### src/rtl/pipe_hazard_ctrl.sv
// pipe_hazard_ctrl -- load/use hazard and mispredict control for a short
// in-order pipeline (FE, ID, EX, MEM, WB).
//
// Tracks the destination register of the instructions in EX and MEM and
// stalls the ID instruction while either one is about to write a register
// that ID reads. WB is not tracked because the register file writes on the
// negative edge, so ID already sees the WB result. A mispredict resolved in
// EX flushes FE, bubbles ID->EX and masks the ID latch for one cycle. The
// mispredict takes priority over any stall.
//
// Ports
//   clk          rising-edge clock for all state
//   reset        asynchronous, active-high; clears all state and forces the
//                control outputs low while high
//   id_valid     ID latch holds a real instruction
//   id_rs/id_rt  ID source specifiers; id_uses_rs/id_uses_rt qualify them
//   id_wr_reg    ID instruction writes id_wregno
//   ex_mispred   branch/JAL in EX resolved to a mispredict
//   cnt_clr      synchronous clear of stall_cnt / flush_cnt
//   stall_pipe   hold PC_FE and the FE latch; ID latch is not advanced
//   flush_fe     load a NOP (all zeros) into the FE latch
//   bubble_ex    load zero control signals into the ID->EX latch
//   state        current FSM state (RUN=0, STALL=1, FLUSH=2)
//   stall_cnt    saturating count of stall cycles
//   flush_cnt    saturating count of mispredicts
//   err_stuck    sticky: a stall lasted longer than any legal dependence

module pipe_hazard_ctrl #(
  parameter int REGNOBITS = 4,
  parameter int CNTBITS   = 16
) (
  input  logic                 clk,
  input  logic                 reset,
  input  logic                 id_valid,
  input  logic [REGNOBITS-1:0] id_rs,
  input  logic [REGNOBITS-1:0] id_rt,
  input  logic                 id_uses_rs,
  input  logic                 id_uses_rt,
  input  logic                 id_wr_reg,
  input  logic [REGNOBITS-1:0] id_wregno,
  input  logic                 ex_mispred,
  input  logic                 cnt_clr,
  output logic                 stall_pipe,
  output logic                 flush_fe,
  output logic                 bubble_ex,
  output logic [1:0]           state,
  output logic [CNTBITS-1:0]   stall_cnt,
  output logic [CNTBITS-1:0]   flush_cnt,
  output logic                 err_stuck
);

  typedef enum logic [1:0] {
    RUN   = 2'd0,
    STALL = 2'd1,
    FLUSH = 2'd2
  } state_t;

  localparam logic [CNTBITS-1:0] CNT_MAX = '1;

  state_t cur_state, nxt_state;

  // In-flight writer slots. Kept as separate signals so each field can be
  // observed on its own.
  logic                 ex_v,  mem_v;
  logic [REGNOBITS-1:0] ex_r,  mem_r;

  logic [1:0] consec;  // consecutive stall cycles, saturating at 3

  logic id_eff, match_rs, match_rt, hazard;

  // Register 0 is compared like any other register: a writer of R0 still
  // creates a dependence here.
  assign match_rs = (ex_v && (ex_r == id_rs)) || (mem_v && (mem_r == id_rs));
  assign match_rt = (ex_v && (ex_r == id_rt)) || (mem_v && (mem_r == id_rt));

  // In FLUSH the ID latch holds the squashed NOP, whatever id_valid says.
  assign id_eff = id_valid && (cur_state != FLUSH);
  assign hazard = id_eff && ((id_uses_rs && match_rs) || (id_uses_rt && match_rt));

  // Gated by reset so that the pipeline is not held or flushed by stale
  // inputs while reset is asserted.
  assign stall_pipe = !reset && hazard && !ex_mispred;
  assign flush_fe   = !reset && ex_mispred;
  assign bubble_ex  = stall_pipe || flush_fe;

  assign state = cur_state;

  // ---------------------------------------------------------------- FSM
  // NOTE: state and all other registers use non-blocking assignments so
  // every flop samples values from before the edge, regardless of block order.
  always_ff @(posedge clk or posedge reset) begin
    if (reset) cur_state <= RUN;
    else       cur_state <= nxt_state;
  end

  // FLUSH lasts exactly one cycle without a dedicated rule: in FLUSH id_eff
  // is 0, so hazard is 0 and only a new mispredict keeps the FSM there.
  // NOTE: nxt_state gets a default before any branch so no latch is inferred.
  always_comb begin
    nxt_state = RUN;
    if (ex_mispred)  nxt_state = FLUSH;
    else if (hazard) nxt_state = STALL;
  end

  // -------------------------------------------------------- writer slots
  // A bubbled instruction (stalled or squashed) never occupies EX, so the
  // dependence drains one stage per cycle while ID waits.
  always_ff @(posedge clk or posedge reset) begin
    if (reset) begin
      ex_v  <= 1'b0;
      ex_r  <= '0;
      mem_v <= 1'b0;
      mem_r <= '0;
    end else begin
      ex_v  <= id_eff && id_wr_reg && !bubble_ex;
      ex_r  <= id_wregno;
      mem_v <= ex_v;
      mem_r <= ex_r;
    end
  end

  // ----------------------------------------------------- event counters
  always_ff @(posedge clk or posedge reset) begin
    if (reset) begin
      stall_cnt <= '0;
      flush_cnt <= '0;
    end else if (cnt_clr) begin
      stall_cnt <= '0;
      flush_cnt <= '0;
    end else begin
      if (stall_pipe && (stall_cnt != CNT_MAX)) stall_cnt <= stall_cnt + 1'b1;
      if (ex_mispred && (flush_cnt != CNT_MAX)) flush_cnt <= flush_cnt + 1'b1;
    end
  end

  // ------------------------------------------------------ stuck monitor
  // The longest legal stall is 2 cycles (dependence on the EX writer), so a
  // 3rd consecutive stall cycle means the slots are not draining.
  always_ff @(posedge clk or posedge reset) begin
    if (reset) begin
      consec    <= 2'd0;
      err_stuck <= 1'b0;
    end else begin
      if (!stall_pipe)          consec <= 2'd0;
      else if (consec != 2'd3)  consec <= consec + 2'd1;
      if (stall_pipe && (consec == 2'd2)) err_stuck <= 1'b1;
    end
  end

endmodule

### config.mk
export PLATFORM = sky130hd
export DESIGN_NAME = pipe_hazard_ctrl
export DESIGN_NICKNAME = d
export VERILOG_FILES = /design/src/rtl/pipe_hazard_ctrl.sv
export SDC_FILE = /design/constraint.sdc
export NUM_CORES = 1
export LEC_CHECK = 0
export ABC_CLOCK_PERIOD_IN_PS = 2990
export CORE_MARGIN = 4
export CORE_UTILIZATION = 49
export CTS_CLUSTER_DIAMETER = 80
export DETAILED_ROUTE_END_ITERATION = 12
export PLACE_DENSITY = 0.86
export SKIP_CTS_REPAIR_TIMING = 1
export SYNTH_ARGS = -nofsm -noshare
export SYNTH_HDL_FRONTEND = slang
export SYNTH_SLANG_ARGS = --single-unit
### constraint.sdc
create_clock -name clk -period 2.99 [get_ports clk]
set_input_delay 0.4485 -clock clk [delete_from_list [all_inputs] [get_ports clk]]
set_output_delay 0.4485 -clock clk [all_outputs]
set_load 0.02 [all_outputs]
# Word level (Yosys, flattened, before mapping)
# Index checks and enable logic that the tools add are counted.
# totals
reg_bits	47
word_cells	55
# classes
reduce_logical	25
muxes	8
n_eq_ne	10
addsub	3
# op_table
operator	n
16-bit 2-to-1 mux	4
16-bit by 1-bit adder with 16-bit output (second input constant)	2
16-bit != test (second input constant)	2
4-bit == test	4
1-bit logical AND	16
2-bit 2-to-1 mux	3
1-bit logical OR	4
2-bit != test (second input constant)	2
2-bit nonzero test	2
1-bit zero test	3
2-bit by 1-bit adder with 2-bit output (second input constant)	1
2-bit == test (second input constant)	1
2-bit by 1-bit != test with 1-bit output (second input constant)	1
1-bit 2-to-1 mux	1

# Depth between registers and ports, before layout
# Gate-level depths: netlist (run 1).
# logic_depth
depth_word	11
depth_mapped	8
mapped_depth_nobuf	7

# Least setup slack after synthesis (run 1)
# OpenSTA, ideal clock, no wires.
# synth_path
path_kind	input to register
start	input reset
end	register stall_cnt[12]
stages	6
t_required_ns	2.912
arrival_time_ns	2.708
setup_slack_ns	0.204
setup_ns	0.078
cell_sequence	inv_1 > and4b_1 > nand2_1 > a21o_1 > or4_1 > a21oi_1
# synth_via
elab_chain_cells	5
# synth_lines
item	line_no	source
start, declared	33	input logic reset,
1-bit zero test (no line)	-	
1-bit logical AND (2 in a row)	82	assign stall_pipe = !reset && hazard && !ex_mispred;
1-bit logical AND	131	if (stall_pipe && (stall_cnt != CNT_MAX)) stall_cnt <= stall_cnt + 1'b1;
2-bit nonzero test (no line)	-	
end signal, assigned	131	
end, declared	47	output logic [CNTBITS-1:0] stall_cnt,
# No other way between the ends.
# A chain may end at the register's enable or synchronous reset.

# Final worst setup path (run 1)
# layout_path
start	input id_rs[2]
end	output bubble_ex
# layout_via
elab_chain_cells	9
# layout_lines
item	line_no	source
start, declared	35	input logic [REGNOBITS-1:0] id_rs,
4-bit == test	73	assign match_rs = (ex_v && (ex_r == id_rs)) || (mem_v && (mem_r == id_rs));
1-bit logical AND	73	
1-bit logical OR (*)	73	
1-bit logical AND (*)	78	assign hazard = id_eff && ((id_uses_rs && match_rs) || (id_uses_rt && match_rt));
1-bit logical OR (*)	78	
1-bit logical AND (*)	78	
1-bit logical AND (*) (2 in a row)	82	
1-bit logical OR (*)	84	assign bubble_ex = stall_pipe || flush_fe;
end, declared	45	output logic bubble_ex,
# Mark *: on every way between the ends. The rest lies on a longest branch, timed or not.

==> flow_metrics.py, run 1 <==
metrics = {
    "yosys": {
        "yosys_register_bits": 47,
        "yosysSeqAreaShare_pct": 49.0,
        "syn_area_mm2": 0.00240,
        "synth_compound_area_share_pct": 10.6,
        "synth-xor-area-share_pct": 10.9,
        "yosys.area_share.simple_pct": 24.0,
        "synth_cells": 241,
        "syn_nets": 265,
        "synth_warnings": 0,
        "synth_cell_type_count": 33,
        "synth_top_family_by_area": "simple AND/OR/NAND/NOR gates",
        "avgSynthCellArea_um2": 9.97,
        "synth.area.mux_share_pct": 0.417,
        "synthAdderAreaFrac_pct": 2.08,
    },
    "global_routing": {
        "track_usage_pct": 18.1,
        "overflow": 0,
        "grt_pass1_wl_um": 8950,
        "met2_usage_pct": 29.2,
        "grt_pass1_vias": 2022,
        "grtUsageMet3_pct": 6.08,
        "grt_busiest_layer": "met2",
        "met1_usage_pct": 23.7,
        "antenna_found_initial": 0,
        "grt_max_degree": 49,
    },
    "run": {
        "maxCapViolCount": 0,
    },
    "sta": {
        "grt_setup_unrepaired": "false",
        "max_freq_ghz": 0.356,
        "finalMaxSlewViolations": 0,
        "whs_ns": 0.432,
        "hold_viol": 0,
        "fin_crit_sh_pct": 93.9,
        "slew_headroom_pct": 20.1,
        "fin_setup_tns_ns": 0,
        "clock_skew_ns": 0.00797,
        "period_needed_ns": 2.81,
        "worst_pin_slew_ns": 1.19,
        "finalSetupViolCount": 0,
    },
    "pwr": {
        "leakage_nw": 1.29,
        "p_per_area_mw_per_mm2": 372,
        "vdd_drop_max_v": 0.000246,
    },
    "worst_setup_path": {
        "cpMaxStageDelayCell": "clkdlybuf4s50_1",
        "critical_path_required_ns": 2.54,
        "cp_cell_sequence": "clkdlybuf4s50_1, xor2_1, nor3_1, nand4_1, nand4_1, a21oi_1, inv_1, clkdlybuf4s50_1",
        "path_max_fanout": 3,
        "slowest_delay_ns": 0.60,
        "crit_arrival_ns": 2.36,
        "crit_path_start_kind": "input port",
        "end_kind": "primary output",
        "critical_path_class": "input port to primary output",
    },
    "die": {
        "die_x_um": 78.0,
        "pin_count": 58,
        "initial_core_util_pct": 50.9,
        "die-height_um": 78.0,
        "core_area_mm2": 0.00472,
        "row_count": 25,
        "die_area_mm2": 0.00609,
    },
    "clocking": {
        "cts_sinks": 47,
        "h-tree-depth": 2,
        "tritoncts": "yes",
        "numCtsBuffers": 5,
        "clock_path_buffers": 2,
        "path_clk_slew_ns": 0.07,
        "cts-root-buf": "clkbuf_8",
        "insertion_delay_ns": 0.29,
    },
    "detailed_routing": {
        "drc": 0,
        "drt-initial-drc-count": 136,
        "routed_wl_um": 5310,
        "ant_nets": 0,
        "first_pass_iters": 4,
        "vias": 2017,
        "viasPerCell": 5.48,
        "post_drt_wl_per_cell_um": 14.4,
    },
    "hold_path": {
        "hold_class": "register to register",
    },
    "cells_and_area": {
        "final_area_mm2": 0.00313,
        "layout-drive-gt1-share_pct": 4.32,
        "antenna_cells": 0,
        "syn_to_final_growth_pct": 30.4,
        "fillerInstances": 383,
        "final_cell_mix": "clkdlybuf4s50_1 (57), dfrtp_1 (47), xor2_1 (25), nor2_1 (22), a21oi_1 (19)",
        "layout_commonest_cell": "clkdlybuf4s50_1",
        "finalNetCount": 324,
    },
    "run_status": {
        "status": "complete, no violations",
    },
    "place": {
        "dpl.hpwl_um": 3840,
        "dpl-instance-area_mm2": 0.00303,
        "io_buffers": 57,
        "gp_congestion": 0.843,
    },
}
metal layers:
| metal | part of all wire, % | up-vias |
|---|---|---|
| met5 | 0 | - |
| met4 | 0.83 | 0 |
| met3 | 5.9 | 6 |
| met2 | 48 | 53 |
| met1 | 45 | 963 |
| li1 | - | 995 |
registers in the layout, indices dropped and copies added (netlist names):
name and flops:
consec 2, err_stuck 1, ex_r 4, ex_v 1, flush_cnt 16, mem_r 4, mem_v 1, stall_cnt 16
state 2
final timing paths:
path | startpoint | endpoint | slack [ns] | depth (start not counted)
max | id_rs[2] | bubble_ex | 0.18 | 8
min | ex_v | mem_v | 0.43 | 0
max reg2reg | stall_cnt[0] | stall_cnt[3] | 0.57 | 6
min reg2reg | ex_v | mem_v | 0.43 | 0
max in group asynchronous | reset | stall_cnt[13] | 1.93 | 3
min in group asynchronous | reset | flush_cnt[8] | 0.67 | 3
layout make-up:
type	count	area, um2	share of cell area, %
clock buffer	8	100	3.19
inverter	7	26.3	0.839
multi-input combinational	179	1150	36.8
sequential	47	1180	37.5
tap	67	83.8	2.68
timing repair buffer	60	593	18.9
cell usage after synthesis:
cell / number / share of area, %
dfrtp_1: 47 / 49
xor2_1: 25 / 9.1
nor2_1: 22 / 3.4
a21oi_1: 19 / 4.0
nand2_1: 14 / 2.2
nand3_1: 13 / 2.7
nand4_1: 13 / 3.4
o31ai_1: 13 / 4.1
or4_1: 13 / 4.1
and4_1: 8 / 2.9
inv_1: 7 / 1.1
nor3_1: 6 / 1.3
and3_1: 5 / 1.3
clkbuf_1: 5 / 0.78
xnor2_1: 5 / 1.8
ha_1: 4 / 2.1
a21o_1: 2 / 0.62
buf_6: 2 / 0.94
nand2b_1: 2 / 0.52
nor2b_1: 2 / 0.52
o21ai_0: 2 / 0.42
a211oi_1: 1 / 0.31
a21boi_0: 1 / 0.31
a21boi_1: 1 / 0.31
a31o_2: 1 / 0.36
and2_1: 1 / 0.26
and4_4: 1 / 0.47
and4b_1: 1 / 0.42
buf_2: 1 / 0.21
mux2i_1: 1 / 0.42
nand3b_1: 1 / 0.31
o21ai_1: 1 / 0.21
or3_1: 1 / 0.26
critical path, delay by kind of cell:
family	cells	cell delay, ns
xor gates and xnor gates	1	0.18
and+or+nand+nor	3	0.48
buffers and inverters	3	1.15
AOI/OAI and AO/OA	1	0.11
logic make-up (layout without fill, tap and decap cells):
| kind of cell | count (synthesis) | count (layout) |
|---|---|---|
| compound gates | 41 | 41 |
| mux | 1 | 1 |
| fa+ha+maj | 4 | 4 |
| xor+xnor | 30 | 30 |
| flops | 47 | 47 |
| simple gates | 103 | 103 |
| buf+inv | 15 | 75 |
through the flow:
stage                     worst slack [ns]  util (%)  cells  total power (W)
after floorplan                      0.204         -    241         0.000717
after global placement               0.216      64.2    360         0.000770
after detailed placement             0.179      64.2    360         0.000772
after CTS                            0.181      66.3    368          0.00117
after global routing                0.0426      66.3    368          0.00121
final                                0.182      66.3    368          0.00117
power by group:
part / internal [W] / switching (W)
Clock: 0.000211 / 0.000196
Combinational: 0.0000494 / 0.0000538
Sequential: 0.000645 / 0.0000104
Power figures use the tool's default switching activity.
==> run 2: changes to the inputs <==
- ABC_CLOCK_PERIOD_IN_PS: 2990 -> 3340
- CORE_UTILIZATION: 49 -> 53
- PLACE_DENSITY: 0.86 -> 0.92
- SLEW_MARGIN: default -> 40
- clock period: 2.99 -> 3.34 ns (I/O delays scaled with it)
==> run 2 against run 1 <==
Against the previous run: clock skew fell by 0.0028 ns; core utilization up 4.7 points; clock-buffer cell count down 2; die area down 6.8%; global-route usage grew 2.8 points; power down 5.0%; critical path type unchanged; largest cell class unchanged.
==> flow_metrics.py, run 2 (synthesis gave the netlist of run 1 again) <==
metrics = {
    "die": {
        "die_area_mm2": 0.00567,
        "initial_core_util_pct": 54.8,
        "die-height_um": 75.3,
        "die_x_um": 75.3,
        "core_area_mm2": 0.00438,
        "pin_count": 58,
        "row_count": 24,
    },
    "cells_and_area": {
        "final_util_pct": 71.1,
        "final_cell_mix": "clkdlybuf4s50_1 (56), dfrtp_1 (47), xor2_1 (25), nor2_1 (22), a21oi_1 (19)",
        "reg.largest.list": "flush_cnt x16, stall_cnt x16",
        "antenna_cells": 0,
        "finalNetCount": 322,
        "syn_to_final_growth_pct": 29.7,
        "layout-drive-gt1-share_pct": 4.68,
        "fin_cells": 351,
        "layout_commonest_cell": "clkdlybuf4s50_1",
    },
    "sta": {
        "grt_setup_unrepaired": "false",
        "max_freq_ghz": 0.329,
        "fin_crit_sh_pct": 91.0,
        "period_needed_ns": 3.04,
        "hold_viol": 0,
        "clock_skew_ns": 0.00512,
        "finalSetupViolCount": 0,
        "fin_setup_tns_ns": 0,
        "finalMaxSlewViolations": 0,
        "worst_pin_slew_ns": 0.708,
        "slew_headroom_pct": 52.8,
    },
    "pwr": {
        "p_comb_share_pct": 8.2,
        "p_per_area_mw_per_mm2": 355,
        "p_switching_w": 0.000245,
        "leakage_nw": 1.29,
        "intPower_w": 0.000862,
        "vdd_drop_max_v": 0.000190,
        "p_clk_share_pct": 38.8,
        "pwr-share-seq_pct": 53.0,
        "sw_frac_of_total_pct": 22.1,
    },
    "detailed_routing": {
        "drc": 0,
        "viasPerCell": 5.87,
        "post_drt_wl_per_cell_um": 15.4,
        "drt-initial-drc-count": 108,
        "routed_wl_um": 5400,
        "vias": 2060,
        "first_pass_iters": 4,
        "ant_nets": 0,
    },
    "global_routing": {
        "overflow": 0,
        "grt_max_degree": 49,
        "track_usage_pct": 20.9,
        "grt_pass1_wl_um": 9080,
        "antenna_found_initial": 0,
        "grt_pass1_vias": 2078,
    },
    "worst_setup_path": {
        "crit_path_start_kind": "input port",
        "end_kind": "primary output",
        "critical_path_class": "input port to primary output",
        "crit_arrival_ns": 2.54,
        "critical_path_required_ns": 2.84,
        "path_max_fanout": 5,
    },
    "run_status": {
        "status": "complete, no violations",
    },
    "clocking": {
        "numCtsBuffers": 5,
        "cts_sinks": 47,
        "insertion_delay_ns": 0.30,
        "tritoncts": "yes",
        "clock_path_buffers": 2,
        "path_clk_slew_ns": 0.08,
        "cts-root-buf": "clkbuf_8",
        "h-tree-depth": 2,
    },
    "place": {
        "io_buffers": 57,
        "placed_cells": 343,
        "gp_congestion": 0.841,
        "dpl.hpwl_um": 3870,
    },
    "run": {
        "maxCapViolCount": 0,
    },
    "hold_path": {
        "hold_class": "register to register",
    },
}
-- run 2: power by group through the flow --
| stage | Sequential (W) | Clock, W | Combinational [W] |
|---|---|---|---|
| detailed placement | 0.000598 | 0 | 0.0000911 |
| finish | 0.000587 | 0.000430 | 0.0000904 |
| CTS | 0.000587 | 0.000435 | 0.0000918 |
| global route | 0.000589 | 0.000466 | 0.0000990 |
| global placement | 0.000597 | 0 | 0.0000897 |
| floorplan | 0.000600 | 0 | 0.0000423 |
-- run 2: layout make-up --
cell class	count	area (um2)
Fill cell	332	1270
Tap cell	52	65.1
Sequential cell	47	1180
Clock buffer	6	82.6
Inverter	7	26.3
Timing Repair Buffer	58	573
Clock inverter	2	35.0
Multi-Input combinational cell	179	1160
-- run 2: through the flow --
stage	worst slack [ns]	area (um2)	hold WS, ns	total power (W)
after global placement	0.389	3000	0.390	0.000687
after floorplan	0.502	2400	0.373	0.000642
after detailed placement	0.317	3000	0.392	0.000689
final	0.300	3120	0.415	0.00111
after global routing	0.211	3120	0.441	0.00115
after CTS	0.300	3120	0.409	0.00111
-- run 2: worst max-delay path: stages --
cell             delay (ns)
clkdlybuf4s50_1        0.50
xor2_1                 0.22
nor3_1                 0.09
nand4_1                0.12
nand4_1                0.23
a21oi_1                0.26
inv_1                  0.07
clkdlybuf4s50_1        0.54
-- run 2: worst paths after layout --
check                             start            end  slack [ns]  cells past startpoint
max in group asynchronous         reset       mem_r[0]        2.24                      3
hold / removal                     ex_v          mem_v        0.41                      0
setup / recovery               id_rt[0]      bubble_ex        0.30                      8
setup reg to reg           stall_cnt[0]  stall_cnt[11]        1.27                      6
hold reg to reg                    ex_v          mem_v        0.41                      0
min in group asynchronous         reset       state[0]        0.72                      3
-- run 2: routing by layer --
metal / up-vias / wire length, um / GRT usage (%)
met4: 0 / 51 / 5.44
met5: - / 0 / 0
met3: 6 / 319 / 6.33
met2: 65 / 2680 / 34.9
met1: 989 / 2350 / 26.7
li1: 1000 / - / -
==> run 3: changes to the inputs <==
- SKIP_CTS_REPAIR_TIMING: 1 -> default
==> results of run 3 <==
No change in the layout: final DEF, timing and power equal those of run 2.
